### config.mk
export PLATFORM = sky130hd
export DESIGN_NAME = sar_seq_ctrl_flat
export DESIGN_NICKNAME = d
export VERILOG_FILES = /design/src/rtl/sar_seq_ctrl_if.sv /design/src/rtl/sar_seq_ctrl.sv /design/src/flat_wrapper.sv
export SDC_FILE = /design/constraint.sdc
export NUM_CORES = 1
export LEC_CHECK = 0
export CELL_PAD_IN_SITES_DETAIL_PLACEMENT = 1
export CELL_PAD_IN_SITES_GLOBAL_PLACEMENT = 1
export CORE_UTILIZATION = 41
export DETAILED_ROUTE_END_ITERATION = 10
export MAX_ROUTING_LAYER = met4
export PLACE_DENSITY = 0.81
export SYNTH_ARGS = -nofsm -noshare
export SYNTH_HDL_FRONTEND = slang
export SYNTH_SLANG_ARGS = --single-unit
### constraint.sdc
create_clock -name clk_i -period 6.04 [get_ports clk_i]
set_input_delay 1.208 -clock clk_i [delete_from_list [all_inputs] [get_ports clk_i]]
set_output_delay 1.208 -clock clk_i [all_outputs]
set_load 0.05 [all_outputs]
### src/rtl/sar_seq_ctrl_if.sv
// rtl/sar_seq_ctrl_if.sv - result stream handshake between sar_seq_ctrl and downstream logic
interface sar_seq_ctrl_if;
  logic [7:0] data;
  logic       valid;
  logic       ready;

  modport master (output data, output valid, input ready);
  modport slave  (input data, input valid, output ready);
endinterface

### src/rtl/sar_seq_ctrl.sv
// rtl/sar_seq_ctrl.sv - SAR ADC conversion sequencer and result collector
// Optional block averaging is built only when SAR_SEQ_OVERSAMPLE_EN is defined.
module sar_seq_ctrl #(
  parameter int GAP_W    = 8,
  parameter int AVG_LOG2 = 2
) (
  input  logic             clk_i,
  input  logic             rst_ni,
  input  logic             en_i,
  input  logic [GAP_W-1:0] period_i,
  input  logic             clr_i,
  output logic             start_o,
  input  logic             rdy_i,
  input  logic [7:0]       dac_i,
  sar_seq_ctrl_if.master   out_if,
  output logic             ovr_o,
  output logic             tmo_o
);

  typedef enum logic [1:0] {S_IDLE, S_START, S_WAIT, S_GAP} state_t;

  state_t           state_q;
  logic [4:0]       tmo_cnt_q;
  logic [GAP_W-1:0] gap_q;
  logic [7:0]       data_q;
  logic             valid_q;
  logic             start_q;
  logic             ovr_q;
  logic             tmo_q;

  logic             capture;
  logic             timeout_ev;
  logic             res_vld;
  logic [7:0]       res_data;

  assign capture    = (state_q == S_WAIT) && rdy_i;
  assign timeout_ev = (state_q == S_WAIT) && !rdy_i && (tmo_cnt_q == 5'd31);

`ifdef SAR_SEQ_OVERSAMPLE_EN
  localparam int ACC_W = 8 + AVG_LOG2;
  localparam int CNT_W = AVG_LOG2 + 1;
  localparam logic [CNT_W-1:0] CNT_LAST = CNT_W'((1 << AVG_LOG2) - 1);

  logic [ACC_W-1:0] acc_q;
  logic [CNT_W-1:0] cnt_q;
  logic [ACC_W-1:0] acc_sum;
  logic [ACC_W-1:0] avg_full;
  logic             blk_done;

  always_comb begin
    acc_sum  = acc_q + ACC_W'(dac_i);
    avg_full = acc_sum >> AVG_LOG2;
    blk_done = capture && (cnt_q == CNT_LAST);
    res_vld  = blk_done;
    res_data = avg_full[7:0];
  end

  // A partial block never survives a return to IDLE.
  always_ff @(posedge clk_i or negedge rst_ni) begin
    if (!rst_ni) begin
      acc_q <= '0;
      cnt_q <= '0;
    end else if (state_q == S_IDLE) begin
      acc_q <= '0;
      cnt_q <= '0;
    end else if (blk_done) begin
      acc_q <= '0;
      cnt_q <= '0;
    end else if (capture) begin
      acc_q <= acc_sum;
      cnt_q <= cnt_q + CNT_W'(1);
    end
  end
`else
  logic [31:0] unused_avg_log2;
  assign unused_avg_log2 = AVG_LOG2;

  always_comb begin
    res_vld  = capture;
    res_data = dac_i;
  end
`endif

  always_ff @(posedge clk_i or negedge rst_ni) begin
    if (!rst_ni) begin
      state_q   <= S_IDLE;
      tmo_cnt_q <= '0;
      gap_q     <= '0;
      data_q    <= '0;
      valid_q   <= 1'b0;
      start_q   <= 1'b0;
      ovr_q     <= 1'b0;
      tmo_q     <= 1'b0;
    end else begin
      start_q <= 1'b0;
      case (state_q)
        S_IDLE: begin
          if (en_i) begin
            state_q <= S_START;
            start_q <= 1'b1;
          end
        end
        S_START: begin
          state_q   <= S_WAIT;
          tmo_cnt_q <= '0;
        end
        S_WAIT: begin
          if (rdy_i || (tmo_cnt_q == 5'd31)) begin
            state_q <= S_GAP;
            gap_q   <= period_i;
          end else begin
            tmo_cnt_q <= tmo_cnt_q + 5'd1;
          end
        end
        default: begin
          if (!en_i) begin
            state_q <= S_IDLE;
          end else if (gap_q == '0) begin
            state_q <= S_START;
            start_q <= 1'b1;
          end else begin
            gap_q <= gap_q - GAP_W'(1);
          end
        end
      endcase

      // A stalled word is kept; the newer result is the one lost.
      if (res_vld) begin
        if (!valid_q || out_if.ready) begin
          data_q  <= res_data;
          valid_q <= 1'b1;
        end
      end else if (valid_q && out_if.ready) begin
        valid_q <= 1'b0;
      end

      if (res_vld && valid_q && !out_if.ready) ovr_q <= 1'b1;
      else if (clr_i)                          ovr_q <= 1'b0;

      if (timeout_ev) tmo_q <= 1'b1;
      else if (clr_i) tmo_q <= 1'b0;
    end
  end

  assign start_o      = start_q;
  assign out_if.data  = data_q;
  assign out_if.valid = valid_q;
  assign ovr_o        = ovr_q;
  assign tmo_o        = tmo_q;

endmodule
### src/flat_wrapper.sv
// flat-port wrapper written by rule: the top's interface ports become plain ports
module sar_seq_ctrl_flat 
#(
  parameter int GAP_W    = 8,
  parameter int AVG_LOG2 = 2
)
  (clk_i, rst_ni, en_i, period_i, clr_i, start_o, rdy_i, dac_i, ovr_o, tmo_o, out_if_data, out_if_valid, out_if_ready);
  sar_seq_ctrl_if out_if_i ();
  input  logic clk_i;
  input  logic rst_ni;
  input  logic en_i;
  input  logic [GAP_W-1:0] period_i;
  input  logic clr_i;
  output logic start_o;
  input  logic rdy_i;
  input  logic [7:0] dac_i;
  output logic ovr_o;
  output logic tmo_o;
  output wire logic [$bits(out_if_i.data)-1:0] out_if_data;
  output wire logic [$bits(out_if_i.valid)-1:0] out_if_valid;
  input wire logic [$bits(out_if_i.ready)-1:0] out_if_ready;
  assign out_if_data = out_if_i.data;
  assign out_if_valid = out_if_i.valid;
  assign out_if_i.ready = out_if_ready;
  sar_seq_ctrl #(.GAP_W(GAP_W), .AVG_LOG2(AVG_LOG2)) u_core (.clk_i(clk_i), .rst_ni(rst_ni), .en_i(en_i), .period_i(period_i), .clr_i(clr_i), .start_o(start_o), .rdy_i(rdy_i), .dac_i(dac_i), .out_if(out_if_i), .ovr_o(ovr_o), .tmo_o(tmo_o));
endmodule
; Word level (Yosys, flattened, before mapping)
; Cells that the tools add are included.
; W data, S select, Z words.
[totals]
reg_bits = 27
inputBits = 22
output_inout_bits = 12
wordCells = 66
[op_classes]
addsub = 2
eq_ne = 9
muxes = 21
bitwise = 1
reduce_logical = 25
[ops]
columns = op, n
row1 = $mux W8, 3
row2 = $pmux W8 S2, 1
row3 = $pmux W5 S2, 1
row4 = $reduce_bool A2 Y1, 5
row5 = $mux W1, 9
row6 = $logic_not A8 Y1, 1
row7 = $mux W2, 4
row8 = $ne A2 B2 Y1 const B, 4
row9 = $sub A8 B1 Y8 const B, 1
row10 = $logic_and A1 B1 Y1, 6
row11 = $pmux W2 S3, 1
row12 = $reduce_and A2 Y1, 3
row13 = $add A5 B1 Y5 const B, 1
row14 = $eq A5 B5 Y1 const B, 1
row15 = $mux W5, 1
row16 = $ne A5 B1 Y1 const B, 1
row17 = $reduce_and A4 Y1, 1
row18 = $reduce_or A2 Y1, 2
row19 = $logic_not A1 Y1, 3
row20 = $reduce_and A3 Y1, 1
row21 = $eq A2 B1 Y1 const B, 1
row22 = $eq A2 B2 Y1 const B, 1
row23 = $logic_not A2 Y1, 1
row24 = $logic_or A1 B1 Y1, 2
row25 = 3 further kinds, 3

; Depth between registers and ports, before layout
; Gate-level depths: netlist (run 1).
[depth]
ltp_word = 5
ltp_mapped = 8
ltp_nobuf = 7

; Worst setup path after synthesis (run 1)
; OpenSTA, ideal clock, no wires.
[synth_path]
path_kind = input-to-reg
from = input rdy_i
to = register u_core.gap_q[1]
setup_ns = 0.088
t_arrival_ns = 2.198
required_ns = 5.952
slack_ns = 3.754
cell_stages = 5
path_buffers = 1
path_cell_list = or3b_1 > clkbuf_1 > nand3_1 > o22ai_1 > nor3b_1
[synth_between]
elab_chain_cells = 3
[synth_rtl]
columns = element, line_no
row1 = "start, declared", flat_wrapper.sv:15  ; input logic rdy_i;
row2 = $logic_or A1 B1 Y1, sar_seq_ctrl.sv:108  ; if (rdy_i || (tmo_cnt_q == 5'd31)) begin
row3 = $ne A2 B2 Y1 (no line), -
row4 = $reduce_and A4 Y1 (no line), -
row5 = "end signal, assigned", sar_seq_ctrl.sv:110  ; gap_q <= period_i;
row6 = "end signal, assigned", sar_seq_ctrl.sv:122  ; gap_q <= gap_q - GAP_W'(1);
row7 = "end, declared", sar_seq_ctrl.sv:24  ; logic [GAP_W-1:0] gap_q;
; Every way passes these cells.
; A chain may end at the register's enable or synchronous reset.

; Worst setup path after layout (run 1)
[layout_path]
from = register u_core.data_q[4], in the netlist u_core.out_if.data[4]
to = output out_if_data[4]
[layout_lines]
columns = element, line_no
row1 = "start, declared", sar_seq_ctrl.sv:25  ; logic [7:0] data_q;
row2 = "start signal, assigned", sar_seq_ctrl.sv:130  ; data_q <= res_data;
row3 = "end, declared", flat_wrapper.sv:19  ; output wire logic [$bits(out_if_i.data)-1:0] out_if_data;
; No word-level cell between the ends.

==> results of run 1 <==
power groups by stage:
| stage | Sequential [mW] | Clock (mW) | Combinational [mW] |
|---|---|---|---|
| floorplan | 0.432 | 0 | 0.280 |
| global route | 0.340 | 0.0910 | 0.598 |
| detailed placement | 0.332 | 0 | 0.546 |
| global placement | 0.324 | 0 | 0.523 |
| CTS | 0.328 | 0.0858 | 0.548 |
| finish | 0.328 | 0.0814 | 0.542 |
cell usage in the layout, fill, tap and decap left out, types with 4 or more instances in the layout:
master,n
o22ai_1,4
nor3_1,10
dfrtp_1,27
mux2_1,6
nand2_1,14
inv_1,8
clkdlybuf4s50_1,33
nor2_1,6
ha_1,7
mux2_2,4
nand3_1,8
cell families after synthesis:
logic type / count (synthesis)
DFF: 27
muxes: 11
and+or+nand+nor: 60
buffers and inverters: 12
AOI/OAI and AO/OA: 22
xor gates and xnor gates: 2
adders and majority gates: 7
cell type report:
type,instances,area share
Sequential cell,27,0.3627
Clock buffer,4,0.01410
Multi-Input combinational cell,102,0.3949
Tap cell,46,0.03089
Timing Repair Buffer,34,0.1813
Inverter,8,0.01612
per-layer routing:
metal | track usage | vias to the layer above
li1 | - | 586
met1 | 0.2569 | 620
met2 | 0.3840 | 22
met3 | 0.02692 | 4
met4 | 0.1016 | 0
met5 | - | -
cell usage after synthesis, drive strengths merged (3+ instances only):
cell type,instances
nand3,8
inv,8
mux2,10
o22ai,4
o211ai,3
clkbuf,3
nand2,14
nor3b,3
dfrtp,27
nand4,3
nor4,4
nor3,11
a21oi,4
nor2,6
ha,7
flip-flops by register name, indices dropped and copies added (netlist names):
register	flops
u_core.gap_q	8
u_core.out_if.data	8
u_core.tmo_cnt_q	5
u_core.state_q	2
u_core.out_if.valid	1
u_core.ovr_o	1
u_core.start_o	1
u_core.tmo_o	1
path summary, 6_finish.rpt:
| kind | start | end | slack (ns) |
|---|---|---|---|
| min in group asynchronous | rst_ni | u_core.tmo_cnt_q[3] | 1.23 |
| worst min-delay path | u_core.out_if.data[0] | u_core.out_if.data[0] | 0.51 |
| max in group asynchronous | rst_ni | u_core.out_if.data[0] | 4.55 |
| worst max register to register | u_core.state_q[0] | u_core.out_if.data[4] | 3.58 |
| worst min register to register | u_core.out_if.data[0] | u_core.out_if.data[0] | 0.51 |
| worst max-delay path | u_core.out_if.data[4] | out_if_data[4] | 3.27 |
per-stage QoR:
step           total power [mW]  worst slack (ns)  cells  hold slack, ns    util
2_1_floorplan            0.7118             3.754    141          0.4735       -
3_3_place_gp             0.8466             3.102    217          0.4686  0.5419
3_5_place_dp             0.8789             3.036    217          0.4787  0.5419
4_1_cts                  0.9618             3.236    221          0.5125  0.5496
5_1_grt                   1.029             3.210    221          0.5483  0.5496
6_report                 0.9517             3.265    221          0.5121  0.5496
==> impl_metrics.toml, run 1 <==
[run_status]
status = "finished clean"

[floorplan]
die_y_um = 61.76
die_area_um2 = 3814
fp.dieW_um = 61.76
core_um2 = 3390
row_count = 21
initial_core_util = 0.4319
ios = 34

[sta]
tightestPinTransition_ns = 0.7256
rsz0062_at_grt = "no"
slew_headroom = 0.5136
fin_tns_setup_ns = 0
fin_crit_sh = 0.4594
final-setup-viol-count = 0
skew_ns = 0.002557
maxSlewViolCount = 0
hold_viol_final = 0
timing.final.crit_period_ns = 2.775
fmaxAchievable_mhz = 360.4

[detailed_routing]
drt-wirelength-per-cell_um = 16.15
drtPass1Iterations = 4
drc = 0
m1WireLength_um = 1546
route.met2.wl_um = 1861
via_per_inst = 5.575
final_antenna_net_count = 0
totalWireLength_um = 3570
top_layer = "met4"
vias = 1232
wl_met3_um = 103
drt_iter0_markers = 18

[final_layout]
design_area_um2 = 1863
multi_input_area_um2 = 735.7
ff_latch_area_um2 = 675.6
layout.nets = 205
area_growth_syn_to_layout_pct = 27.27
nFillCells = 381
drive_gt1_frac = 0.08571
antenna_cells = 0

[clocking]
cts_setup_buffers = 0
ctsHoldBuffers = 0
clk_path_buf_depth = 2
htree_levels = 1
cts_resized = 0
clk_latency_ns = 0.33
cts.sinks = 27
cts_buffers = 3
path_clk_slew_ns = 0.15
cts_root_buf = "clkbuf_4"
cts_tree = "built"

[synthesis]
syn_area_per_cell_um2 = 10.38
synthAdderAreaFrac = 0.05983
synth.area.top_cells = "dfrtp_1 46%, ha_1 6.0%, mux2_1 4.6%"
synth_compound_area_frac = 0.1094
synth_top_area_frac = 0.4615
synth_cell_types = 39
synth_xor_area_frac = 0.01197
synthFlopType = "dfrtp_1"
synth-seq-area-share = 0.4615
syn_area_um2 = 1464
synthCells = 141
ys_async_sr_fraction = 1.000
synth_top_family_by_area = "simple AND/OR/NAND/NOR gates"
synth_enable_flop_cells = 0
ys_ff_latch = 27
synth_nets = 170
synth-simple-area-share = 0.2376
yosys_warnings = 0
synth_top_cell_by_area = "dfrtp_1"
synth_mux_area_frac = 0.08376

[grt]
antenna_found_initial = 0
grt_pass1_wl_um = 5830
gr-total-overflow = 0
grt_max_degree = 28
grt_usage = 0.2220
first_global_vias = 1258

[power_and_ir_drop]
power_switching_mw = 0.4594
p_clk_frac = 0.086
seqPwrFrac = 0.345
irDropWorstVdd_mv = 0.2461
p_sw_frac = 0.4827
power.internal_mw = 0.4923
total_leakage_power_nw = 0.7794
pwr-share-comb = 0.570
powerDensity_nw_per_um2 = 510.8

[setup_path]
rr_worst_depth = 5
worst_setup_path_end_kind = "output pin"
cp.depth = 1
worst-path-buf-inv = 1
arrival_ns = 1.57
worstPathMaxFanout = 2
cp-start-kind = "flop"
cp_slowest_cell = "clkdlybuf4s50_1"
critical_path.top_delay_family = "buffers and inverters"
slowest_delay_ns = 0.83
path_cells = "clkdlybuf4s50_1"
cp.required_ns = 4.83
crit_type = "flop to output pin"

[min_path]
hold_path_depth = 1
hp-class = "flop to flop"

[run]
maxCapViolations = 0

[placement]
io_buffers = 33
place_area_um2 = 1837
hpwl_um = 2778
gp_congestion = 0.7901
No activity file was read; power rests on OpenSTA's default activity.
==> inputs of run 2 (changes only) <==
- CORE_UTILIZATION: 41 -> 38
- PLACE_DENSITY: 0.81 -> 0.76
- clock period: 6.04 -> 2.6 ns (I/O delays scaled with it)
==> run 2 against run 1 <==
- sequential power up 130%
- hold slack worse by 0.019 ns
- clock power increased to 3.0 times the previous value
- setup slack got worse by 2.9 ns
- total power increased by 140%
- die area is 7.6% higher
- sequential cell count stayed put
- combinational power rose by 140%
- critical path depth increased by 6
- first-iteration DRC count rose by 50%
- clock skew about the same
==> impl_metrics.toml, run 2 (synthesized netlist as in run 1, its figures left out) <==
[setup_path]
worst_setup_path_end_kind = "flop"
r2r-start = "u_core.tmo_cnt_q[0]"
worstPathMaxFanout = 7
rr_worst_depth = 7
reg2reg_slack_ns = 0.37
r2r_end = "u_core.gap_q[1]"
cp-start-kind = "flop"
cp.required_ns = 2.80
arrival_ns = 2.42
crit_type = "flop to flop"

[clocking]
cts_setup_buffers = 0
cts_buffers = 3
cts_root_buf = "clkbuf_8"
cts.sinks = 27
htree_levels = 1
path_clk_slew_ns = 0.09
ctsHoldBuffers = 0
cts_tree = "built"
clk_latency_ns = 0.28
cts_resized = 0
clk_path_buf_depth = 2

[floorplan]
initial_core_util = 0.3969
fp.dieW_um = 64.07
die_area_um2 = 4104
row_count = 22
die_y_um = 64.07
ios = 34
core_um2 = 3689

[detailed_routing]
drt-wirelength-per-cell_um = 16.21
drc = 0
drtPass1Iterations = 4
via_per_inst = 5.513
totalWireLength_um = 3664
vias = 1246
final_antenna_net_count = 0
drt_iter0_markers = 27

[sta]
timing.final.crit_period_ns = 2.228
skew_ns = 0.002644
slew_headroom = 0.6292
final-setup-viol-count = 0
rsz0062_at_grt = "no"
whs_ns = 0.4935
tightestPinTransition_ns = 0.5512
fin_tns_setup_ns = 0
fin_crit_sh = 0.8569
maxSlewViolCount = 0
hold_viol_final = 0
fmaxAchievable_mhz = 448.8

[final_layout]
drive_gt1_frac = 0.1011
final_cell_mix = "33 x clkdlybuf4s50_1, 27 x dfrtp_1, 14 x nand2_1"
antenna_cells = 0
layout.nets = 208
final_common_cell = "clkdlybuf4s50_1"
area_growth_syn_to_layout_pct = 30.26

[power_and_ir_drop]
irDropWorstVdd_mv = 0.4828
powerDensity_nw_per_um2 = 1213
total_leakage_power_nw = 0.8025

[grt]
gr-total-overflow = 0
grt_pass1_wl_um = 6320
grt_max_degree = 28
antenna_found_initial = 0
grt_usage = 0.2108
first_global_vias = 1375

[run_status]
status = "finished clean"

[min_path]
hold_path_depth = 1
min_from = "u_core.out_if.data[4]"
min_to = "u_core.out_if.data[4]"
hp-class = "flop to flop"

[placement]
gp_congestion = 0.8507
io_buffers = 33
hpwl_um = 2811

[run]
maxCapViolations = 0
## run 2: area by class of cell
cell class	count	area (um^2)
Fill cell	439	1782
Multi-Input combinational cell	102	735.7
Sequential cell	27	675.6
Timing Repair Buffer	37	360.3
Tap cell	48	60.06
Clock buffer	4	45.04
Inverter	8	30.03
## run 2: worst max-delay path by stage
stage / from / end / slack (ns) / depth (start not counted)
final: u_core.tmo_cnt_q[0] / u_core.gap_q[1] / 0.37 / 7
after global placement: rdy_i / u_core.gap_q[1] / 0.41 / 5
after floorplan: u_core.tmo_cnt_q[0] / u_core.gap_q[1] / 0.61 / 8
after global routing: u_core.tmo_cnt_q[0] / u_core.gap_q[1] / 0.16 / 7
after detailed placement: rdy_i / u_core.gap_q[1] / 0.30 / 5
after CTS: u_core.tmo_cnt_q[0] / u_core.gap_q[1] / 0.33 / 7
## run 2: report_power, final
group	switching, mW	leakage, nW	internal (mW)
logic	0.782	0.445	0.524
registers	0.171	0.335	0.592
clock network	0.134	0.0228	0.110
total	1.09	0.802	1.23
## run 2: routing by layer
layer / routed length (um) / up-vias / share of wire / track usage
li1: - / 592 / - / -
met4: 93 / 0 / 0.025 / 0.1108
met2: 1905 / 43 / 0.52 / 0.3670
met1: 1514 / 602 / 0.41 / 0.2299
met3: 151 / 9 / 0.041 / 0.03393
met5: 0 / - / 0 / -
## run 2: through the flow
step                      std cells  setup WS (ns)  power, mW  utilization  instance area (um^2)
after floorplan                 141         0.6141      1.654            -                  1464
after global placement          222         0.4050      2.022       0.5047                  1862
after detailed placement        222         0.3025      2.085       0.5047                  1862
after CTS                       226         0.3304      2.331       0.5170                  1907
after global routing            226         0.1612      2.490       0.5170                  1907
final                           226         0.3720      2.312       0.5170                  1907
## run 2: critical path, stage by stage, from the launching register on
cell and delay [ns]:
dfrtp_1 0.42, ha_1 0.22, and3_1 0.15, ha_1 0.22
or3b_1 0.47, nand3_1 0.32, o22ai_1 0.14, nor3b_1 0.20
